### src/rtl/color_blob_tracker.sv
// Colour-blob tracker: bounding box and hit count of non-grey pixels per frame,
// committed at frame end and drawn as an outline on the following frame.
module color_blob_tracker #(
  parameter int          H_BITS     = 11,
  parameter int          V_BITS     = 10,
  parameter int          CNT_BITS   = 20,
  parameter int          MIN_PIXELS = 64,
  parameter logic [7:0]  BOX_R      = 8'd255,
  parameter logic [7:0]  BOX_G      = 8'd255,
  parameter logic [7:0]  BOX_B      = 8'd0
) (
  input  logic                clk,
  input  logic                rst,
  input  logic [7:0]          in_r,
  input  logic [7:0]          in_g,
  input  logic [7:0]          in_b,
  input  logic                in_hs,
  input  logic                in_vs,
  input  logic                in_de,
  input  logic [1:0]          ctrl_in,
  input  logic                ovl_en,
  output logic [7:0]          out_r,
  output logic [7:0]          out_g,
  output logic [7:0]          out_b,
  output logic                out_hs,
  output logic                out_vs,
  output logic                out_de,
  output logic                box_valid,
  output logic [H_BITS-1:0]   box_xmin,
  output logic [H_BITS-1:0]   box_xmax,
  output logic [V_BITS-1:0]   box_ymin,
  output logic [V_BITS-1:0]   box_ymax,
  output logic [CNT_BITS-1:0] hit_count
);

  localparam logic [CNT_BITS-1:0] MIN_CNT = CNT_BITS'(MIN_PIXELS);

  function automatic logic [H_BITS-1:0] sat_inc_h(input logic [H_BITS-1:0] v);
    return (&v) ? v : v + 1'b1;
  endfunction

  function automatic logic [V_BITS-1:0] sat_inc_v(input logic [V_BITS-1:0] v);
    return (&v) ? v : v + 1'b1;
  endfunction

  function automatic logic [CNT_BITS-1:0] sat_inc_c(input logic [CNT_BITS-1:0] v);
    return (&v) ? v : v + 1'b1;
  endfunction

  logic               de_d, vs_d;
  logic               de_rise, de_fall, vs_rise;
  logic [H_BITS-1:0]  x_cnt, x_pix;
  logic [V_BITS-1:0]  y_cnt;
  logic               frame_track, armed;
  logic               hit_s0;

  assign de_rise = in_de & ~de_d;
  assign de_fall = ~in_de & de_d;
  assign vs_rise = in_vs & ~vs_d;
  assign x_pix   = de_rise ? '0 : x_cnt;
  assign hit_s0  = in_de & frame_track & ~((in_r == in_g) && (in_g == in_b));

  // Stage 0: raster position and per-frame tracking mode
  always_ff @(posedge clk or negedge rst) begin
    if (!rst) begin
      de_d        <= 1'b0;
      vs_d        <= 1'b0;
      x_cnt       <= '0;
      y_cnt       <= '0;
      frame_track <= 1'b0;
    end else begin
      de_d <= in_de;
      vs_d <= in_vs;
      if (in_de)
        x_cnt <= sat_inc_h(x_pix);
      if (vs_rise)
        y_cnt <= '0;
      else if (de_fall)
        y_cnt <= sat_inc_v(y_cnt);
      if (vs_rise)
        frame_track <= (ctrl_in != 2'b11);
    end
  end

  logic [7:0]        r_p1, g_p1, b_p1;
  logic              hs_p1, vs_p1, de_p1, hit_p1, ovl_p1;
  logic [H_BITS-1:0] x_p1;
  logic [V_BITS-1:0] y_p1;

  // Stage 1: registered pixel, position, hit flag and overlay switch
  always_ff @(posedge clk or negedge rst) begin
    if (!rst) begin
      r_p1   <= '0;
      g_p1   <= '0;
      b_p1   <= '0;
      hs_p1  <= 1'b0;
      vs_p1  <= 1'b0;
      de_p1  <= 1'b0;
      hit_p1 <= 1'b0;
      ovl_p1 <= 1'b0;
      x_p1   <= '0;
      y_p1   <= '0;
    end else begin
      r_p1   <= in_r;
      g_p1   <= in_g;
      b_p1   <= in_b;
      hs_p1  <= in_hs;
      vs_p1  <= in_vs;
      de_p1  <= in_de;
      hit_p1 <= hit_s0;
      ovl_p1 <= ovl_en;
      x_p1   <= x_pix;
      y_p1   <= y_cnt;
    end
  end

  logic [H_BITS-1:0]   xmin_acc, xmax_acc;
  logic [V_BITS-1:0]   ymin_acc, ymax_acc;
  logic [CNT_BITS-1:0] cnt_acc;
  logic                commit_ok;

  // frame_track here is still the mode of the frame that is closing
  assign commit_ok = (cnt_acc >= MIN_CNT) & frame_track;

  // Accumulate stage-1 hits; a hit landing on the commit cycle is dropped
  always_ff @(posedge clk or negedge rst) begin
    if (!rst) begin
      xmin_acc  <= '1;
      xmax_acc  <= '0;
      ymin_acc  <= '1;
      ymax_acc  <= '0;
      cnt_acc   <= '0;
      armed     <= 1'b0;
      box_valid <= 1'b0;
      box_xmin  <= '0;
      box_xmax  <= '0;
      box_ymin  <= '0;
      box_ymax  <= '0;
      hit_count <= '0;
    end else if (vs_rise) begin
      if (armed) begin
        hit_count <= cnt_acc;
        box_valid <= commit_ok;
        if (commit_ok) begin
          box_xmin <= xmin_acc;
          box_xmax <= xmax_acc;
          box_ymin <= ymin_acc;
          box_ymax <= ymax_acc;
        end
      end
      armed    <= 1'b1;
      xmin_acc <= '1;
      xmax_acc <= '0;
      ymin_acc <= '1;
      ymax_acc <= '0;
      cnt_acc  <= '0;
    end else if (hit_p1) begin
      if (x_p1 < xmin_acc) xmin_acc <= x_p1;
      if (x_p1 > xmax_acc) xmax_acc <= x_p1;
      if (y_p1 < ymin_acc) ymin_acc <= y_p1;
      if (y_p1 > ymax_acc) ymax_acc <= y_p1;
      cnt_acc <= sat_inc_c(cnt_acc);
    end
  end

  logic on_col, on_row, paint;

  assign on_col = ((x_p1 == box_xmin) | (x_p1 == box_xmax)) &
                  (y_p1 >= box_ymin) & (y_p1 <= box_ymax);
  assign on_row = ((y_p1 == box_ymin) | (y_p1 == box_ymax)) &
                  (x_p1 >= box_xmin) & (x_p1 <= box_xmax);
  assign paint  = ovl_p1 & box_valid & de_p1 & (on_col | on_row);

  // Stage 2: outline overlay and video output
  always_ff @(posedge clk or negedge rst) begin
    if (!rst) begin
      out_r  <= '0;
      out_g  <= '0;
      out_b  <= '0;
      out_hs <= 1'b0;
      out_vs <= 1'b0;
      out_de <= 1'b0;
    end else begin
      out_r  <= paint ? BOX_R : r_p1;
      out_g  <= paint ? BOX_G : g_p1;
      out_b  <= paint ? BOX_B : b_p1;
      out_hs <= hs_p1;
      out_vs <= vs_p1;
      out_de <= de_p1;
    end
  end

endmodule

### config.mk
export PLATFORM = sky130hd
export DESIGN_NAME = color_blob_tracker
export DESIGN_NICKNAME = d
export VERILOG_FILES = /design/src/rtl/color_blob_tracker.sv
export SDC_FILE = /design/constraint.sdc
export NUM_CORES = 1
export LEC_CHECK = 0
export ABC_AREA = 1
export BUFFER_PORTS_ARGS = -buffer_cell sky130_fd_sc_hd__buf_2
export CAP_MARGIN = 25
export CORE_ASPECT_RATIO = 1.75
export CORE_MARGIN = 3
export CORE_UTILIZATION = 45
export CTS_BUF_LIST = sky130_fd_sc_hd__clkbuf_16
export DETAILED_ROUTE_END_ITERATION = 10
export PLACE_DENSITY = 0.73
export SLEW_MARGIN = 10
export SYNTH_ARGS = -nofsm -noshare
export SYNTH_HDL_FRONTEND = slang
export SYNTH_SLANG_ARGS = --single-unit
### constraint.sdc
create_clock -name clk -period 4.95 [get_ports clk]
set_input_delay 0.2475 -clock clk [delete_from_list [all_inputs] [get_ports clk]]
set_output_delay 0.2475 -clock clk [all_outputs]
set_load 0.005 [all_outputs]
==> out/qor.yml <==
synth:
  ys_types: 47
  synth-edff-count: 0
  netlist_area_sq_um: 11460
  yosys.area.top_type: "dfrtp_1"
  synthTopCellsByArea: "dfrtp_1 45%, nand2_1 10%, ha_1 9.4%"
  async_flop_share_pct: 100.0
  synthFlopType: "dfrtp_1"
  ys_warn_count: 0
  syn_avg_cell_area_sq_um: 8.847
  synth_top_area_share_pct: 44.56
  ys_ff_latch: 225
  yosysSeqAreaShare_pct: 49.37
  syn_inst: 1295
  synth.net_count: 1413
power:
  p_leak_nw: 6.735
  vdd_drop_max_mv: 0.2374
  power_mw: 5.400
  powerDensity_nw_per_um2: 406.4
setup_path:
  worstSetupPathType: "flop to flop"
  startpoint_type: "flop"
  r2r_end: "ymax_acc[1]"
  required_ns: 5.40
  cp-end-kind: "flop"
  timing.rr.start: "y_p1[9]"
  arrival_ns: 2.94
  path_cells: "ha_1, nand2_1, nor2_1, o211ai_1, nand3_1, nand3_1, nor2_2, nand2_1, nand2_1"
  path_buf_inv: 0
  cp_top_family: "simple AND/OR/NAND/NOR gates"
  critical-path-max-stage-delay_ns: 0.51
  crit_path_frequent_cell: "nand2_1"
  reg2reg_depth: 9
  critPathMaxFanout: 11
  cp_slowest_cell: "nor2_2"
  r2r_slack_ns: 2.46
clock_tree:
  clockRootBuffer: "clkbuf_16"
  ctsResizeCount: 0
  clkLatencyLatePin_ns: 0.53
  post_cts_buffers: 0
  clockBufferDepth: 3
  cts.htree.levels: 1
  numCtsBuffers: 22
  cts_tree: "yes"
  clkSlewWorstSetupHoldPaths_ns: 0.07
  cts_sinks: 225
placement:
  dp.cells: 1696
  routabilityCongestion: 0.8779
  portBuffers: 121
  hpwl_um: 18880
route:
  wl_um: 26350
  routedWlPerCell_um: 14.91
  ant_nets: 0
  drc_errors: 0
  viasPerCell: 5.045
  dr.pass1.iters: 5
  num_vias: 8915
  drtIter0Drc: 419
floorplanning:
  core_sq_um: 24820
  pin_count: 122
  fp.dieW_um: 126.6
  start_util_pct: 46.16
  placementRows: 76
  die_area_sq_um: 27490
  die_y_um: 217.1
timing:
  fmaxAchievable_ghz: 0.4014
  finalSetupViolations: 0
  fin_setup_tns_ns: 0
  worstMarginPinSlew_ns: 0.8299
  skew_ns: 0.01788
  post-route-period-util_pct: 50.33
  slew_headroom_pct: 44.68
  slew_violations: 0
  fin_crit_ns: 2.492
  finalHoldViolations: 0
  rsz0062_at_grt: "false"
cells_and_area:
  seqCellArea_sq_um: 5657
  diodes: 0
  area_delta_synth_final_pct: 15.97
  nFillCells: 2238
  final_common_cell: "nand2_1"
  utilization_pct: 53.53
  fin_nets: 1557
  drive_above_1_share_pct: 17.59
  instances_no_fill: 1767
  layout_common_cells: "315 x nand2_1, 204 x dfrtp_1, 187 x inv_1"
  multi_input_area_sq_um: 4856
status:
  status: "complete, no violations"
global_route:
  grt_max_degree: 148
  grt_pass1_vias: 9217
  grt_use_total_pct: 19.50
  antenna_found_initial: 0
  grt_first_pass_wirelength_um: 44240
  grt-ovfl-total: 0
job:
  drv_cap: 0
hold_path:
  hp-class: "primary input to async pin"
## through the flow
step / setup WS [ns] / cell area, sq um / hold slack [ns]
floorplan: 3.155 / 11460 / -0.04809
global placement: 2.502 / 12290 / 0.2765
detailed placement: 2.436 / 12290 / 0.2715
CTS: 2.413 / 13290 / 0.3017
global route: 2.185 / 13290 / 0.3439
finish: 2.458 / 13290 / 0.2783
## power breakdown
group / switching (mW) / total [mW] / internal [mW]
Clock: 0.737 / 1.61 / 0.873
Combinational: 0.865 / 1.43 / 0.564
Sequential: 0.223 / 2.36 / 2.14
Total: 1.82 / 5.40 / 3.58
## cell type report
type | instances | share of cell area [%]
clock buffer | 22 | 4.144
timing repair buffer | 157 | 7.345
tap | 312 | 2.938
inverter | 192 | 5.424
sequential | 225 | 42.57
multi-input combinational | 841 | 36.55
clock inverter | 18 | 1.026
## sequential cells by signal, indices dropped and copies added (netlist names), 8 cells and up
register	flops
hit_count	20
ymin_acc	10
out_b	8
xmax_acc	11
g_p1	8
y_p1	10
ymax_acc	10
x_p1	11
out_r	8
box_xmax	11
box_ymax	10
xmin_acc	11
y_cnt	10
out_g	8
box_ymin	10
cnt_acc	20
b_p1	8
box_xmin	11
x_cnt	11
r_p1	8
## worst reg2reg max path: stages (launching register included)
cell      delay [ns]
dfrtp_1         0.46
ha_1            0.34
nand2_1         0.07
nor2_1          0.23
o211ai_1        0.13
nand3_1         0.10
nand3_1         0.38
nor2_2          0.52
nand2_1         0.12
nand2_1         0.08
## what timing repair did
item,in CTS,in global routing
setup endpoints to repair,0,0
hold buffers,31,0
endpoints found under the hold margin,97,0
## cells in the mapped netlist (all sizes together) (2+ instances only)
cell type,instances
o211ai,3
ha,86
a31oi,2
xnor2,20
buf,21
clkbuf,16
inv,192
nor3,19
dfstp,21
nor2,64
xor2,12
nor4,4
a21oi,46
nand4,16
nand3,87
nand2,327
or2,17
nand3b,7
a211oi,2
o21ai,119
o21a,4
dfrtp,204
## worst max path at each step
stage,start,end,cells after the start
5_1_grt,y_p1[9],ymax_acc[5],9
4_1_cts,y_p1[9],ymax_acc[2],9
3_3_place_gp,y_p1[9],ymax_acc[5],9
2_1_floorplan,y_p1[9],out_g[0],11
3_5_place_dp,y_p1[9],ymax_acc[5],9
6_report,y_p1[9],ymax_acc[1],9
## cells by family (layout without fill, tap and decap cells)
family	Yosys count	in the layout	share of synthesized area (%)
and+or+nand+nor	542	542	21.83
DFF	225	225	49.37
adders and majority gates	86	86	9.392
AOI/OAI and AO/OA	181	181	8.715
xor gates and xnor gates	32	32	2.446
buffers and inverters	229	389	8.245
## metal layers
metal	vias to the layer above	track usage, %	share of wire, %
met3	63	2.505	3.9
met2	190	36.14	53
met4	0	8.805	4.2
met5	-	0	0
met1	4216	22.01	39
li1	4446	-	-
Note: power is estimated with default switching activity, not from simulation.
